$ cat src/rtl/telemetry_frame_tx_if.sv
// Byte-wide start/busy handshake between the telemetry framer and a UART transmitter.
interface telemetry_frame_tx_if;
  logic       tx_start;
  logic [7:0] tx_data;
  logic       tx_busy;

  modport master (output tx_start, output tx_data, input tx_busy);
  modport slave  (input tx_start, input tx_data, output tx_busy);
endinterface

$ cat src/rtl/telemetry_frame_tx.sv
// Periodic ASCII telemetry framer: snapshots NUM_CH channel words on each period tick and
// streams "<hdr> HHHH ... HHHH\r\n" one byte at a time into a start/busy UART transmitter.
module telemetry_frame_tx #(
  parameter int         NUM_CH        = 4,
  parameter int         CH_WIDTH      = 16,
  parameter int         PERIOD_CYCLES = 10000,
  parameter logic [7:0] HEADER_CHAR   = 8'h61
) (
  input  logic                       clk,
  input  logic                       rst_n,
  input  logic                       i_enable,
  input  logic [NUM_CH*CH_WIDTH-1:0] i_ch_data,
  telemetry_frame_tx_if.master       tx,
  output logic                       o_snapshot,
  output logic                       o_frame_active,
  output logic [7:0]                 o_overrun_cnt
);

  localparam int DIGITS = (CH_WIDTH + 3) / 4;
  localparam int PAD_W  = DIGITS * 4;
  localparam int CNT_W  = (PERIOD_CYCLES > 2) ? $clog2(PERIOD_CYCLES) : 1;
  localparam int CH_IW  = (NUM_CH > 1) ? $clog2(NUM_CH) : 1;
  localparam int POS_W  = $clog2(DIGITS + 1);

  typedef enum logic [2:0] {S_IDLE, S_LOAD, S_SEND, S_HOLD, S_WAITB} state_t;
  typedef enum logic [1:0] {P_HDR, P_CH, P_CR, P_LF} part_t;

  state_t                     r_state;
  part_t                      r_part;
  logic [CNT_W-1:0]           r_cnt;
  logic [CH_IW-1:0]           r_ch;
  logic [POS_W-1:0]           r_pos;
  logic [NUM_CH*CH_WIDTH-1:0] r_snap;
  logic                       r_tx_start;
  logic [7:0]                 r_tx_data;
  logic                       r_snapshot;
  logic                       r_frame_active;
  logic [7:0]                 r_overrun;

  logic                       w_tick;
  logic [CH_WIDTH-1:0]        w_word;
  logic [PAD_W-1:0]           w_pad;
  logic [3:0]                 w_nib;
  logic [7:0]                 w_byte;

  function automatic logic [7:0] hex_ascii(input logic [3:0] nib);
    if (nib < 4'd10) begin
      return 8'h30 + {4'h0, nib};
    end else begin
      return 8'h37 + {4'h0, nib};
    end
  endfunction

  assign w_tick = (r_cnt == CNT_W'(PERIOD_CYCLES - 1));

  // Free-running frame period counter, independent of enable.
  always_ff @(posedge clk or negedge rst_n) begin
    if (!rst_n) begin
      r_cnt <= '0;
    end else if (w_tick) begin
      r_cnt <= '0;
    end else begin
      r_cnt <= r_cnt + CNT_W'(1);
    end
  end

  // Byte generator: r_pos 0 is the separating space, 1..DIGITS walk the nibbles MSB first.
  always_comb begin
    w_word = '0;
    for (int i = 0; i < NUM_CH; i++) begin
      w_word = (r_ch == CH_IW'(i)) ? r_snap[i*CH_WIDTH +: CH_WIDTH] : w_word;
    end
    w_pad = PAD_W'(w_word);
    w_nib = 4'h0;
    for (int d = 0; d < DIGITS; d++) begin
      w_nib = (r_pos == POS_W'(DIGITS - d)) ? w_pad[d*4 +: 4] : w_nib;
    end
    case (r_part)
      P_HDR:   w_byte = HEADER_CHAR;
      P_CH:    w_byte = (r_pos == '0) ? 8'h20 : hex_ascii(w_nib);
      P_CR:    w_byte = 8'h0D;
      P_LF:    w_byte = 8'h0A;
      default: w_byte = 8'h00;
    endcase
  end

  // Frame sequencer; HOLD covers the cycle before the transmitter's busy flag rises.
  always_ff @(posedge clk or negedge rst_n) begin
    if (!rst_n) begin
      r_state        <= S_IDLE;
      r_part         <= P_HDR;
      r_ch           <= '0;
      r_pos          <= '0;
      r_snap         <= '0;
      r_tx_start     <= 1'b0;
      r_tx_data      <= 8'h00;
      r_snapshot     <= 1'b0;
      r_frame_active <= 1'b0;
      r_overrun      <= 8'h00;
    end else begin
      r_tx_start <= 1'b0;
      r_snapshot <= 1'b0;
      if (w_tick && (r_state != S_IDLE) && (r_overrun != 8'hFF)) begin
        r_overrun <= r_overrun + 8'd1;
      end
      case (r_state)
        S_IDLE: begin
          if (w_tick && i_enable) begin
            r_snap         <= i_ch_data;
            r_snapshot     <= 1'b1;
            r_frame_active <= 1'b1;
            r_part         <= P_HDR;
            r_ch           <= '0;
            r_pos          <= '0;
            r_state        <= S_LOAD;
          end
        end
        S_LOAD: begin
          r_tx_data <= w_byte;
          r_state   <= S_SEND;
        end
        S_SEND: begin
          if (!tx.tx_busy) begin
            r_tx_start <= 1'b1;
            r_state    <= S_HOLD;
          end
        end
        S_HOLD: begin
          r_state <= S_WAITB;
        end
        S_WAITB: begin
          if (!tx.tx_busy) begin
            case (r_part)
              P_HDR: begin
                r_part  <= P_CH;
                r_state <= S_LOAD;
              end
              P_CH: begin
                if (r_pos == POS_W'(DIGITS)) begin
                  r_pos <= '0;
                  if (r_ch == CH_IW'(NUM_CH - 1)) begin
                    r_part <= P_CR;
                  end else begin
                    r_ch <= r_ch + CH_IW'(1);
                  end
                end else begin
                  r_pos <= r_pos + POS_W'(1);
                end
                r_state <= S_LOAD;
              end
              P_CR: begin
                r_part  <= P_LF;
                r_state <= S_LOAD;
              end
              default: begin
                r_frame_active <= 1'b0;
                r_state        <= S_IDLE;
              end
            endcase
          end
        end
        default: begin
          r_state <= S_IDLE;
        end
      endcase
    end
  end

  assign tx.tx_start    = r_tx_start;
  assign tx.tx_data     = r_tx_data;
  assign o_snapshot     = r_snapshot;
  assign o_frame_active = r_frame_active;
  assign o_overrun_cnt  = r_overrun;

endmodule

$ cat src/flat_wrapper.sv
// flat-port wrapper written by rule: the top's interface ports become plain ports
module telemetry_frame_tx_flat 
#(
  parameter int         NUM_CH        = 4,
  parameter int         CH_WIDTH      = 16,
  parameter int         PERIOD_CYCLES = 10000,
  parameter logic [7:0] HEADER_CHAR   = 8'h61
)
  (clk, rst_n, i_enable, i_ch_data, o_snapshot, o_frame_active, o_overrun_cnt, tx_tx_start, tx_tx_data, tx_tx_busy);
  telemetry_frame_tx_if tx_i ();
  input  logic clk;
  input  logic rst_n;
  input  logic i_enable;
  input  logic [NUM_CH*CH_WIDTH-1:0] i_ch_data;
  output logic o_snapshot;
  output logic o_frame_active;
  output logic [7:0] o_overrun_cnt;
  output wire logic [$bits(tx_i.tx_start)-1:0] tx_tx_start;
  output wire logic [$bits(tx_i.tx_data)-1:0] tx_tx_data;
  input wire logic [$bits(tx_i.tx_busy)-1:0] tx_tx_busy;
  assign tx_tx_start = tx_i.tx_start;
  assign tx_tx_data = tx_i.tx_data;
  assign tx_i.tx_busy = tx_tx_busy;
  telemetry_frame_tx #(.NUM_CH(NUM_CH), .CH_WIDTH(CH_WIDTH), .PERIOD_CYCLES(PERIOD_CYCLES), .HEADER_CHAR(HEADER_CHAR)) u_core (.clk(clk), .rst_n(rst_n), .i_enable(i_enable), .i_ch_data(i_ch_data), .tx(tx_i), .o_snapshot(o_snapshot), .o_frame_active(o_frame_active), .o_overrun_cnt(o_overrun_cnt));
endmodule
$ cat config.mk
export PLATFORM = sky130hd
export DESIGN_NAME = telemetry_frame_tx_flat
export DESIGN_NICKNAME = d
export VERILOG_FILES = /design/src/rtl/telemetry_frame_tx_if.sv /design/src/rtl/telemetry_frame_tx.sv /design/src/flat_wrapper.sv
export SDC_FILE = /design/constraint.sdc
export NUM_CORES = 1
export LEC_CHECK = 0
export BUFFER_PORTS_ARGS = -buffer_cell sky130_fd_sc_hd__buf_2
export CELL_PAD_IN_SITES_DETAIL_PLACEMENT = 0
export CELL_PAD_IN_SITES_GLOBAL_PLACEMENT = 1
export CORE_ASPECT_RATIO = 1.25
export CORE_MARGIN = 2
export CORE_UTILIZATION = 46
export DETAILED_ROUTE_END_ITERATION = 6
export MAX_ROUTING_LAYER = met4
export PLACE_DENSITY_LB_ADDON = 0.12
export SLEW_MARGIN = 15
export SYNTH_ARGS = -nofsm -noshare
export SYNTH_HDL_FRONTEND = slang
export SYNTH_SLANG_ARGS = --single-unit
$ cat constraint.sdc
create_clock -name clk -period 4.3 [get_ports clk]
set_input_delay 0.86 -clock clk [delete_from_list [all_inputs] [get_ports clk]]
set_output_delay 0.86 -clock clk [all_outputs]
set_load 0.02 [all_outputs]
==> impl_metrics.json <==
{
  "hold_depth": 1,
  "wire_per_inst_um": 15.4,
  "place_congestion": 0.860,
  "arrival_ps": 3760,
  "finalSetupTns_ps": 0,
  "rsz0062_at_grt": "false",
  "tightestPinTransition_ps": 1070,
  "start_kind": "flip-flop",
  "crit_fanout": 32,
  "core-area_um2": 11100,
  "hold_buffers": 0,
  "postCtsSetupBuffers": 0,
  "synth_area_leaders": "dfrtp_1, nand2_1, ha_1, o21ai_0, a21oi_1",
  "placementRows": 43,
  "antenna-diode-count": 0,
  "dieArea_um2": 12300,
  "yosysUniqueCellTypes": 58,
  "wl_mm": 12.3,
  "io_buffers": 85,
  "hold_violations": 0,
  "setup_violations": 0,
  "drt_iter0_drc": 212,
  "criticalPathCategory": "reg2reg",
  "slowest_stage": "ha_1",
  "nNetsFinal": 745,
  "grt_overflow": 0,
  "ios": 87,
  "grt_max_degree": 74,
  "cap_violations": 0,
  "hold-worst-slack_ps": 457,
  "antenna_found_initial": 0,
  "htreeDepth": 3,
  "yosysWarnings": 0,
  "clk_transition_reported_paths_ps": 70,
  "hpwl_mm": 9.15,
  "p_total_uw": 2670,
  "setup_ws_ps": 823,
  "synth_fp_nets": 673,
  "die_y_um": 124,
  "drc": 0,
  "yosys.area.top_type": "dfrtp_1",
  "cts_tree": "yes",
  "num_vias": 4270,
  "required_ps": 4580,
  "dpl_worst_slack_ps": 891,
  "synth_seq_cells": 106,
  "die_w_um": 99.7,
  "synthFlopType": "dfrtp_1",
  "synth_edf_count": 0,
  "max_freq_mhz": 288,
  "cts_buffer_depth": 2,
  "first_pass_iters": 4,
  "instances_no_fill": 799,
  "r2r_cells": 10,
  "async_flop_share_pct": 100,
  "cts_buffers": 9,
  "fin_worst_skew_ps": 5.61,
  "dp.cells": 784,
  "clk_latency_ps": 340,
  "layout_worst_path_cycle_share_pct": 80.9,
  "status": "completed",
  "p_leak_uw": 0.00310,
  "relSlewSlack_pct": 28.5,
  "avgSynthCellArea_um2": 8.96,
  "seq_area_frac_synth_pct": 50.3,
  "crit_chain": "inv_1, ha_1, a21oi_1, a2111oi_0, a2111oi_0, nor3_2, inv_1, ha_1, a2111oi_2, a211o_1",
  "track_usage_pct": 22.3,
  "synth_cells": 588,
  "synth_top_area_share_pct": 50.3,
  "initial_core_util_pct": 47.3,
  "cts_resized": 0,
  "ir_drop_mv": 0.269,
  "drv_slew": 0,
  "vias_per_cell": 5.34,
  "nFillCells": 1083,
  "cts-root-buf": "clkbuf_16",
  "end_kind": "flip-flop",
  "ant_nets": 0,
  "powerDensity_nw_per_um2": 439,
  "netlist_area_um2": 5270,
  "period_needed_ps": 3480,
  "grt_pass1_wl_mm": 21.1,
  "area_growth_pct": 15.4,
  "hp-class": "reg2reg",
  "drive_gt1_share_pct": 17.5,
  "cts.sinks": 106,
  "cp_slowest_stage_delay_ps": 880,
  "grt_pass1_vias": 4312
}
-- routing by layer --
metal  GRT usage [%]  vias to the layer above  wire length (um)
met5               -                        -                 0
met4            7.71                        0               262
met3            3.25                       22               462
met2            37.3                       91              6200
met1            27.9                     2033              5410
li1                -                     2124                 -
-- cell type report --
| type | count | area, um2 | area share (%) |
|---|---|---|---|
| well taps | 135 | 169 | 2.78 |
| clock buffers | 10 | 229 | 3.77 |
| clock inverters | 5 | 80.1 | 1.32 |
| inverters | 24 | 90.1 | 1.48 |
| multi-input cells | 429 | 2390 | 39.4 |
| repair buffers | 90 | 465 | 7.66 |
| flip-flops and latches | 106 | 2650 | 43.6 |
-- synth_stat cells (all sizes together), types with 2 or more instances --
cell type / instances
a32oi: 2
or3b: 2
o31ai: 3
nor2b: 9
ha: 17
a21oi: 22
a211o: 5
xor2: 7
or3: 3
nor4: 5
nor2: 25
nand4: 6
a22o: 2
or4: 2
a2111oi: 3
xnor2: 11
and3: 2
nor3b: 2
a31oi: 3
dfrtp: 106
nand2: 201
inv: 24
a221o: 7
nand3: 14
a221oi: 11
nand2b: 5
nor3: 6
mux2: 2
nor4b: 3
clkbuf: 14
nand3b: 7
o22ai: 2
buf: 15
a21boi: 2
o21ai: 23
-- kinds of logic (layout without fill, tap and decap cells) --
family          after synthesis  after routing  synth area share [%]
xor+xnor                     18             18                  2.99
fa+ha+maj                    17             17                  4.04
compound gates               94             94                  12.8
mux                           2              2                 0.427
flops                       106            106                  50.3
other cells                   1              1                0.0712
buf+inv                      53            129                  4.35
simple gates                297            297                  25.0
-- sequential cells by signal, indices dropped and copies added (netlist names) --
signal                 cells
u_core.o_frame_active      1
u_core.o_overrun_cnt       8
u_core.o_snapshot          1
u_core.r_ch                2
u_core.r_cnt              14
u_core.r_part              2
u_core.r_pos               3
u_core.r_snap             64
u_core.r_state             3
u_core.tx.tx_data          7
u_core.tx.tx_start         1
-- worst max-delay path: cells and delay by family (launching register included) --
kind | cells | cell delay, ps
AOI/OAI and AO/OA | 5 | 1140
adders and majority gates | 2 | 1200
buffers and inverters | 2 | 210
DFF | 1 | 410
and+or+nand+nor | 1 | 450
-- report_power, final --
group	switching [uW]	total (uW)	internal [uW]	leakage, uW
combinational	399	659	259	0.00155
clock	357	864	506	0.000145
sequential	82.5	1140	1060	0.00140
total	839	2670	1830	0.00310
-- path summary, 6_finish.rpt --
check / start / to / slack [ps]
max: u_core.r_ch[0] / u_core.tx.tx_data[1] / 820
min: u_core.r_cnt[0] / u_core.r_cnt[0] / 460
max in group asynchronous: rst_n / u_core.r_snap[24] / 2950
min reg2reg: u_core.r_cnt[0] / u_core.r_cnt[0] / 460
min in group asynchronous: rst_n / u_core.o_overrun_cnt[5] / 530
max reg2reg: u_core.r_ch[0] / u_core.tx.tx_data[1] / 820
-- through the flow --
step,utilization [%],area [um2]
4_1_cts,54.6,6080
2_1_floorplan,-,5270
5_1_grt,54.6,6080
3_5_place_dp,51.8,5770
6_report,54.6,6080
3_3_place_gp,51.8,5770
-- cell usage in the layout (no fill, tap or decap), types with 3 or more instances in the layout --
master / instances
a211o_1: 5
a21oi_1: 22
a221o_1: 7
a221oi_1: 11
buf_2: 84
buf_4: 6
clkbuf_16: 9
dfrtp_1: 106
ha_1: 17
inv_1: 24
nand2_1: 201
nand2b_1: 5
nand3_1: 14
nand3b_1: 6
nand4_1: 6
nor2_1: 25
nor2b_1: 9
nor3_1: 4
nor4_1: 5
nor4b_1: 3
o21ai_0: 23
o31ai_1: 3
or3_1: 3
xnor2_1: 11
xor2_1: 7
Power figures use the tool's default switching activity.
